**config.mk**
```make
export PLATFORM = sky130hd
export DESIGN_NAME = accum_seq_ctrl
export DESIGN_NICKNAME = d
export VERILOG_FILES = /design/src/rtl/accum_seq_ctrl_pkg.sv /design/src/rtl/accum_seq_ctrl_dp.sv /design/src/rtl/accum_seq_ctrl.sv
export SDC_FILE = /design/constraint.sdc
export NUM_CORES = 1
export LEC_CHECK = 0
export BUFFER_PORTS_ARGS = -buffer_cell sky130_fd_sc_hd__clkbuf_2
export CORE_AREA = 4 4 53 55
export CTS_BUF_LIST = sky130_fd_sc_hd__clkbuf_4 sky130_fd_sc_hd__clkbuf_8
export DETAILED_ROUTE_END_ITERATION = 10
export DIE_AREA = 0 0 57 59
export GPL_ROUTABILITY_DRIVEN = 0
export GPL_TIMING_DRIVEN = 0
export PLACE_DENSITY = 0.73
export SLEW_MARGIN = 20
export SYNTH_ARGS = -nofsm -noshare
export SYNTH_HDL_FRONTEND = slang
export SYNTH_SLANG_ARGS = --single-unit
```
**constraint.sdc**
```tcl
create_clock -name clk -period 2.35 [get_ports clk]
set_input_delay 0.1175 -clock clk [delete_from_list [all_inputs] [get_ports clk]]
set_output_delay 0.1175 -clock clk [all_outputs]
set_load 0.01 [all_outputs]
```
**src/rtl/accum_seq_ctrl_pkg.sv**
```systemverilog
// ---------------------------------------------------------------------------
// accum_seq_ctrl_pkg
//   Shared definitions for the accumulating sequence controller:
//     - default operand/sum width (DEF_N) and operand-count width (DEF_CW)
//     - control state encoding for the run FSM (IDLE / ACC / DONE)
// ---------------------------------------------------------------------------
package accum_seq_ctrl_pkg;

  localparam int DEF_N  = 8;
  localparam int DEF_CW = 4;

  // IDLE : waiting for start, sum/flags hold their last values
  // ACC  : accepting operands until the remaining count is exhausted
  // DONE : single-cycle completion state that drives the done pulse
  typedef enum logic [1:0] {
    ST_IDLE = 2'd0,
    ST_ACC  = 2'd1,
    ST_DONE = 2'd2
  } state_t;

endpackage : accum_seq_ctrl_pkg

```
**src/rtl/accum_seq_ctrl_dp.sv**
```systemverilog
// ---------------------------------------------------------------------------
// accum_dp
//   Combinational add-and-flag datapath of the accumulator.
//   Ports:
//     a      in  N  new operand
//     b      in  N  current running sum
//     cin    in  1  carry-in (the controller ties it to 0)
//     sum    out N  (a + b + cin) mod 2^N
//     carry  out 1  unsigned carry-out of the N-bit add
//     ovf    out 1  two's complement overflow of the N-bit add
// ---------------------------------------------------------------------------
module accum_dp
  import accum_seq_ctrl_pkg::*;
#(
  parameter int N = DEF_N
) (
  input  logic [N-1:0] a,
  input  logic [N-1:0] b,
  input  logic         cin,
  output logic [N-1:0] sum,
  output logic         carry,
  output logic         ovf
);

  // One extra bit on the adder captures the unsigned carry-out directly.
  logic [N:0] full_sum;

  assign full_sum = {1'b0, a} + {1'b0, b} + {{N{1'b0}}, cin};
  assign sum      = full_sum[N-1:0];
  assign carry    = full_sum[N];

  // Signed overflow: both operands share a sign but the result does not.
  assign ovf = (a[N-1] == b[N-1]) && (full_sum[N-1] != a[N-1]);

endmodule : accum_dp

```
**src/rtl/accum_seq_ctrl.sv**
```systemverilog
// ---------------------------------------------------------------------------
// accum_seq_ctrl
//   Accumulates a run of `len` operands into a registered N-bit sum, tracking
//   sticky unsigned-carry and signed-overflow flags, and pulses done for one
//   cycle when the run completes.
//   Ports:
//     clk         in  1   clock, all state changes on its rising edge
//     aclr_n      in  1   asynchronous active-low reset
//     start       in  1   begin a run (only honoured in IDLE)
//     len         in  CW  operand count for the run, sampled with start
//     abort       in  1   synchronous cancel of the current run
//     in_data     in  N   operand
//     in_valid    in  1   in_data is valid
//     in_ready    out 1   an operand is accepted this cycle when in_valid
//     sum         out N   registered running sum
//     carry_flag  out 1   sticky unsigned carry-out during the run
//     ovf_flag    out 1   sticky signed overflow during the run
//     done        out 1   one-cycle completion pulse
//     busy        out 1   high whenever the FSM is not in IDLE
// ---------------------------------------------------------------------------
module accum_seq_ctrl
  import accum_seq_ctrl_pkg::*;
#(
  parameter int N  = DEF_N,
  parameter int CW = DEF_CW
) (
  input  logic          clk,
  input  logic          aclr_n,
  input  logic          start,
  input  logic [CW-1:0] len,
  input  logic          abort,
  input  logic [N-1:0]  in_data,
  input  logic          in_valid,
  output logic          in_ready,
  output logic [N-1:0]  sum,
  output logic          carry_flag,
  output logic          ovf_flag,
  output logic          done,
  output logic          busy
);

  state_t        state_reg, state_next;
  logic [CW-1:0] remaining_reg, remaining_next;
  logic [N-1:0]  sum_reg, sum_next;
  logic          carry_reg, carry_next;
  logic          ovf_reg, ovf_next;

  logic          beat;
  logic [N-1:0]  dp_sum;
  logic          dp_carry;
  logic          dp_ovf;

  // -------------------------------------------------------------------------
  // Datapath: next sum and per-beat flags from the current sum and operand.
  // -------------------------------------------------------------------------
  accum_dp #(
    .N (N)
  ) u_dp (
    .a     (in_data),
    .b     (sum_reg),
    .cin   (1'b0),
    .sum   (dp_sum),
    .carry (dp_carry),
    .ovf   (dp_ovf)
  );

  // abort blocks acceptance in the same cycle, so an abort never races a beat.
  assign in_ready = (state_reg == ST_ACC) && !abort;
  assign beat     = in_valid && in_ready;

  // -------------------------------------------------------------------------
  // State register and datapath registers
  // -------------------------------------------------------------------------
  always_ff @(posedge clk or negedge aclr_n) begin
    if (!aclr_n) begin
      state_reg     <= ST_IDLE;
      remaining_reg <= '0;
      sum_reg       <= '0;
      carry_reg     <= 1'b0;
      ovf_reg       <= 1'b0;
    end else begin
      state_reg     <= state_next;
      remaining_reg <= remaining_next;
      sum_reg       <= sum_next;
      carry_reg     <= carry_next;
      ovf_reg       <= ovf_next;
    end
  end

  // -------------------------------------------------------------------------
  // Next-state and register-update logic
  // -------------------------------------------------------------------------
  always_comb begin
    state_next     = state_reg;
    remaining_next = remaining_reg;
    sum_next       = sum_reg;
    carry_next     = carry_reg;
    ovf_next       = ovf_reg;

    unique case (state_reg)
      ST_IDLE: begin
        // abort alongside start suppresses the start.
        if (start && !abort) begin
          sum_next       = '0;
          carry_next     = 1'b0;
          ovf_next       = 1'b0;
          remaining_next = len;
          // An empty run completes immediately without consuming operands.
          if (len == '0) begin
            state_next = ST_DONE;
          end else begin
            state_next = ST_ACC;
          end
        end
      end

      ST_ACC: begin
        if (abort) begin
          // Partial sum and flags are left visible after a cancel.
          state_next = ST_IDLE;
        end else if (beat) begin
          sum_next       = dp_sum;
          carry_next     = carry_reg | dp_carry;
          ovf_next       = ovf_reg | dp_ovf;
          remaining_next = remaining_reg - 1'b1;
          if (remaining_reg == CW'(1)) begin
            state_next = ST_DONE;
          end
        end
      end

      ST_DONE: begin
        // DONE lasts one cycle whether or not abort is present.
        state_next = ST_IDLE;
      end

      default: begin
        state_next = ST_IDLE;
      end
    endcase
  end

  // -------------------------------------------------------------------------
  // Outputs
  // -------------------------------------------------------------------------
  assign sum        = sum_reg;
  assign carry_flag = carry_reg;
  assign ovf_flag   = ovf_reg;
  assign done       = (state_reg == ST_DONE);
  assign busy       = (state_reg != ST_IDLE);

endmodule : accum_seq_ctrl
```
Word-level counts from Yosys, hierarchy flattened
Index checks and enable logic that the tools add are counted.
{"block": "word_totals", "ff_bits": 16, "input_bits": 17, "output_inout_bits": 13, "elab_cells": 51}
{"block": "classes", "addsub": 2, "n_eq_ne": 10, "n_mux": 21, "bitwise_logic": 2, "reduce_logical": 11}
{"operator": "8-bit two-way mux", "n": 3}
{"operator": "8-bit case mux with 2 select lines", "n": 1}
{"operator": "4-bit two-way mux", "n": 3}
{"operator": "2-bit two-way mux", "n": 5}
{"operator": "8-bit by 8-bit adder with 9-bit output", "n": 1}
{"operator": "4-bit case mux with 2 select lines", "n": 1}
{"operator": "2-bit inequality test (second input constant)", "n": 3}
{"operator": "1-bit two-way mux", "n": 5}
{"operator": "4-bit by 1-bit == test with 1-bit output (second input constant)", "n": 1}
{"operator": "1-bit logical AND", "n": 4}
{"operator": "4-bit logical NOT", "n": 1}
{"operator": "1-bit case mux with 2 select lines", "n": 2}
{"operator": "2-bit case mux with 2 select lines", "n": 1}
{"operator": "4-bit AND reduction", "n": 1}
{"operator": "2-bit nonzero test", "n": 2}
{"operator": "4-bit by 1-bit subtractor with 4-bit output (second input constant)", "n": 1}
{"operator": "3-bit by 2-bit inequality test with 1-bit output (second input constant)", "n": 1}
{"operator": "3-bit inequality test (second input constant)", "n": 1}
{"operator": "3-bit AND reduction", "n": 1}
{"operator": "2-bit by 1-bit == test with 1-bit output (second input constant)", "n": 1}
{"operator": "2-bit == test (second input constant)", "n": 1}
{"operator": "2-bit logical NOT", "n": 1}
{"operator": "1-bit OR", "n": 2}
{"operator": "1-bit == test", "n": 1}
{"operator": "2 further kinds", "n": 2}

Logic depth before layout (Yosys ltp)
{"block": "depth", "word_depth": 7, "ltp_mapped": 7}

Hierarchy
A second synthesis with hierarchy kept.
{"block": "hier_totals", "hier_cells": 133, "area_unflattened_um2": 1212.4}
{"module": "accum_seq_ctrl", "instances": 1, "cells_per_inst": 91, "area_per_inst_um2": 875.8, "seq_area_each_um2": 400.4}
{"module": "accum_dp", "instances": 1, "cells_per_inst": 42, "area_per_inst_um2": 336.6, "seq_area_each_um2": 0.0}

Worst setup path before layout
Ideal clock, no wire load.
{"block": "synth_timing", "path_type": "reg2reg", "start": "register sum_reg[0], in the netlist sum[0]", "end": "register sum_reg[6], in the netlist sum[6]", "setup_ns": 0.121, "arrival_ns": 1.865, "path_slack_ns": 0.364, "path_stages_with_launch": 8, "path_cell_list": "dfrtp_1 > ha_1 > fa_1 > a211oi_2 > o21bai_1 > a21o_1 > xor2_1 > a22o_1"}
{"block": "synth_via", "elab_chain_len": 4}
{"element": "from (decl)", "line_no": "accum_seq_ctrl.sv:44", "source": "logic [N-1:0] sum_reg, sum_next;"}
{"element": "from (signal assigned)", "line_no": "accum_seq_ctrl.sv:84", "source": "sum_reg <= sum_next;"}
{"element": "8-bit by 8-bit adder with 9-bit output", "line_no": "accum_seq_ctrl_dp.sv:28", "source": "assign full_sum = {1'b0, a} + {1'b0, b} + {{N{1'b0}}, cin};"}
{"element": "8-bit two-way mux", "line_no": "accum_seq_ctrl.sv:121", "source": "end else if (beat) begin"}
{"element": "8-bit two-way mux", "line_no": "accum_seq_ctrl.sv:118", "source": "if (abort) begin"}
{"element": "8-bit case mux with 2 select lines", "line_no": "accum_seq_ctrl.sv:100", "source": "unique case (state_reg)"}
Every way passes these cells. The select of a mux whose other input is x is not followed.
A chain may end at the register's enable or synchronous reset.

Final worst setup path
Same ends and word-level chain as after synthesis.

==> impl_results.md <==
* Post-route ant nets at 0
* Register bit count reported by yosys at 16
* Layout cells sized above 1 at 0.278
* Post-Syn Area per Cell at between 9 and 10 um2
* Non-Filler Instances at around 180
* Final Slew Violations at 0
* GR Overflow Total at 0
* P_leak at 0.695 nW
* XOR/XNOR Fraction of Synth Area at 0.0317
* Vias at slightly above 1000
* Clock Root Buffer: clkbuf_4
* Placed Cells at 176
* EDFF count, synth at 0
* Skew final at between 0.003 and 0.004 ns
* Switching Power at 0.000466 W
* Final net count at 180
* CTS Buf Count at 3
* Number of distinct library cells after synthesis at 35
* Count leader, synth: dfrtp_1
* Fin util at 0.559
* Mapped Nets at between 100 and 150
* Post-cts resize count at 0
* Critical path launch point type: flip-flop
* Post-synth top cells: dfrtp_1 (16), ha_1 (10), nand2_1 (10), a21oi_1 (9), nor2_1 (8)
* Final setup vio count at 0
* Mapped Cells at ~120
* CTS Buffer Depth at 2
* Post-Place Setup Slack at ~0.27 ns
* DRT Wirelength at ~2500 um
* Setup WS post-layout at roughly 0.24 ns
* Die Ht at a little under 60 um
* CTS H-tree lvls at 1
* Simple-Gate Fraction of Synth Area at 0.171
* Synthesis-to-layout area growth at 20.7%
* Synth Area in Compound Gates at 0.262
* Max cap viols at 0
* Core region area at ~0.0024 mm2
* Seq/Total Area, Yosys at 0.362
* Yosys warns at 0
* Yosys top cell area share at 0.362
* Io pins at 30
* Crit path time final at between 2 and 2.5 ns
* Clock power frac at 0.157
* CP Class: reg -> reg
* CTS tree: built
* P_int at 0.000709 W
* Total track usage at 0.163
* RSZ-0062 raised after global routing: false
* Initial antenna violation count at 0
* Row count at 18
* Area leader, netlist: dfrtp_1
* Largest register FFs at 8
* Least-Margin Pin Slew at a little over 0.6 ns
* Async set or reset register ratio after synthesis at 1.00
* Fillers at 243
* Final Hold Fails at 0
* Clk_lat worst skew at 0.28 ns
* Cell Area, Synth at around 0.0011 mm2
* Class of the worst hold path: in -> reg
* Reg clk slew, reported paths at roughly 0.1 ns
* Max_slew headroom at 0.592
* Req. time, crit path at around 2.5 ns
* Largest family of logic cells by synthesized area: compound AO/OA/AOI/OAI gates
* Switching share of total power at 0.396
* Detailed Route Iter0 Violations at 10
* Setup TNS at 0 ns
* Drt drc at 0
* Post-Synth Adder-Cell Area at 0.131
* Crit. End Element: flip-flop
* Top FF cell, synth: dfrtp_1
* CP max FO at 3
* DP HPWL at around 2000 um
* CTS Sinks at 16
* Number of buffers added on ports at 29
* Routed vias/inst at about 5.7
* Die Area at about 0.0034 mm2
* First-pass GRT wire length at about 4400 um
* Vias in the first global route at around 1000
* Largest cells by area after synthesis: dfrtp_1 (36%), ha_1 (11%), a21oi_1 (4.1%)
* VDD IR max at approximately 460 uV
* Starting Density at 0.463
* N_diodes at 0
* Mux share of post-synthesis cell area at 0.00905
* Width of the die at approximately 57 um
* Part of the power in registers at 0.371
* Final Cycle Share at 0.899
* Routed len/inst at between 10 and 15 um
* Pwr dens at 881 mW/mm2
* Largest net degree at the start of global routing at 17
* Drt first pass iters at 4
* Pwr Total at roughly 0.0012 W
* Status: finished, final reports clean
* WP data arrival at roughly 2.3 ns
* Logic pwr share at 0.472
* Fmax at 473 MHz
==> path summary, 6_finish.rpt <==
check                                     start                            to  slack, ns  cells past startpoint
max in group asynchronous                aclr_n            sum[3]$_DFFE_PN0P_       1.77                      2
max reg2reg                  sum[0]$_DFFE_PN0P_            sum[6]$_DFFE_PN0P_       0.24                      7
min reg2reg                ovf_flag$_DFFE_PN0P_          ovf_flag$_DFFE_PN0P_       0.51                      2
min in group asynchronous                aclr_n  remaining_reg[0]$_DFFE_PN0P_       0.29                      2
max                          sum[0]$_DFFE_PN0P_            sum[6]$_DFFE_PN0P_       0.24                      7
min                                      len[2]  remaining_reg[2]$_DFFE_PN0P_       0.06                      3
==> worst max-delay path, stage by stage (launching register included) <==
cell      delay, ns
dfrtp_1        0.41
ha_1           0.24
fa_1           0.45
a211oi_2       0.24
o21bai_1       0.12
a21o_1         0.21
xor2_1         0.14
a22o_1         0.20
==> kinds of logic after synthesis <==
group,Yosys count
AND/OR/NAND/NOR,36
multiplexers,1
XOR/XNOR,4
AO/OA/AOI/OAI,42
flip-flops,16
buffers and inverters,7
adder cells (fa/ha/maj),11
==> metal layers <==
metal  routed length [um]  up-vias  global-route usage
li1                     -      505                   -
met1                 1160      485               0.218
met2                 1150       29               0.261
met3                  137        4              0.0305
met4                   36        0              0.0662
met5                    0        -                   0
==> final cells by class <==
type	count	area, um2	share of cell area
clock buffers	4	36.3	0.0272
inverters	3	11.3	0.00843
plain buffers	4	25.0	0.0187
repair buffers	30	155	0.116
flip-flops and latches	16	400	0.300
multi-input cells	94	669	0.501
well taps	30	37.5	0.0281
==> power by group through the flow <==
| stage | Sequential, W | Clock [W] | Combinational, W |
|---|---|---|---|
| floorplan | 0.000451 | 0 | 0.000378 |
| global placement | 0.000436 | 0 | 0.000541 |
| detailed placement | 0.000440 | 0 | 0.000555 |
| CTS | 0.000435 | 0.000188 | 0.000560 |
| global route | 0.000449 | 0.000203 | 0.000628 |
| finish | 0.000436 | 0.000185 | 0.000555 |
==> stage by stage <==
step / hold WS (ns) / instance area [um2]
finish: 0.0634 / 1340
global route: 0.0808 / 1340
CTS: 0.0603 / 1340
detailed placement: 0.0762 / 1290
global placement: 0.0683 / 1290
floorplan: -0.178 / 1110
==> timing repair <==
action / in CTS / in global routing
hold buffers: 1 / 0
buffers inserted: 0 / 0
setup endpoints to repair: 0 / 0
endpoints found under the hold margin: 16 / 0
==> cell usage in the layout (no fill, tap or decap), types with 2 or more instances in the layout <==
cell type / count
nor2_1: 8
inv_1: 3
o21ai_1: 4
nor3_1: 5
o21ai_0: 7
a21oi_1: 9
nand2b_1: 3
clkbuf_4: 3
ha_1: 10
nor4_1: 3
xnor2_1: 3
a22o_1: 5
dfrtp_1: 16
a21o_1: 4
a211oi_2: 2
o31ai_1: 2
nand2_1: 10
clkbuf_2: 29
a211oi_1: 3
o21bai_1: 2
buf_2: 2
Power figures use the tool's default switching activity.
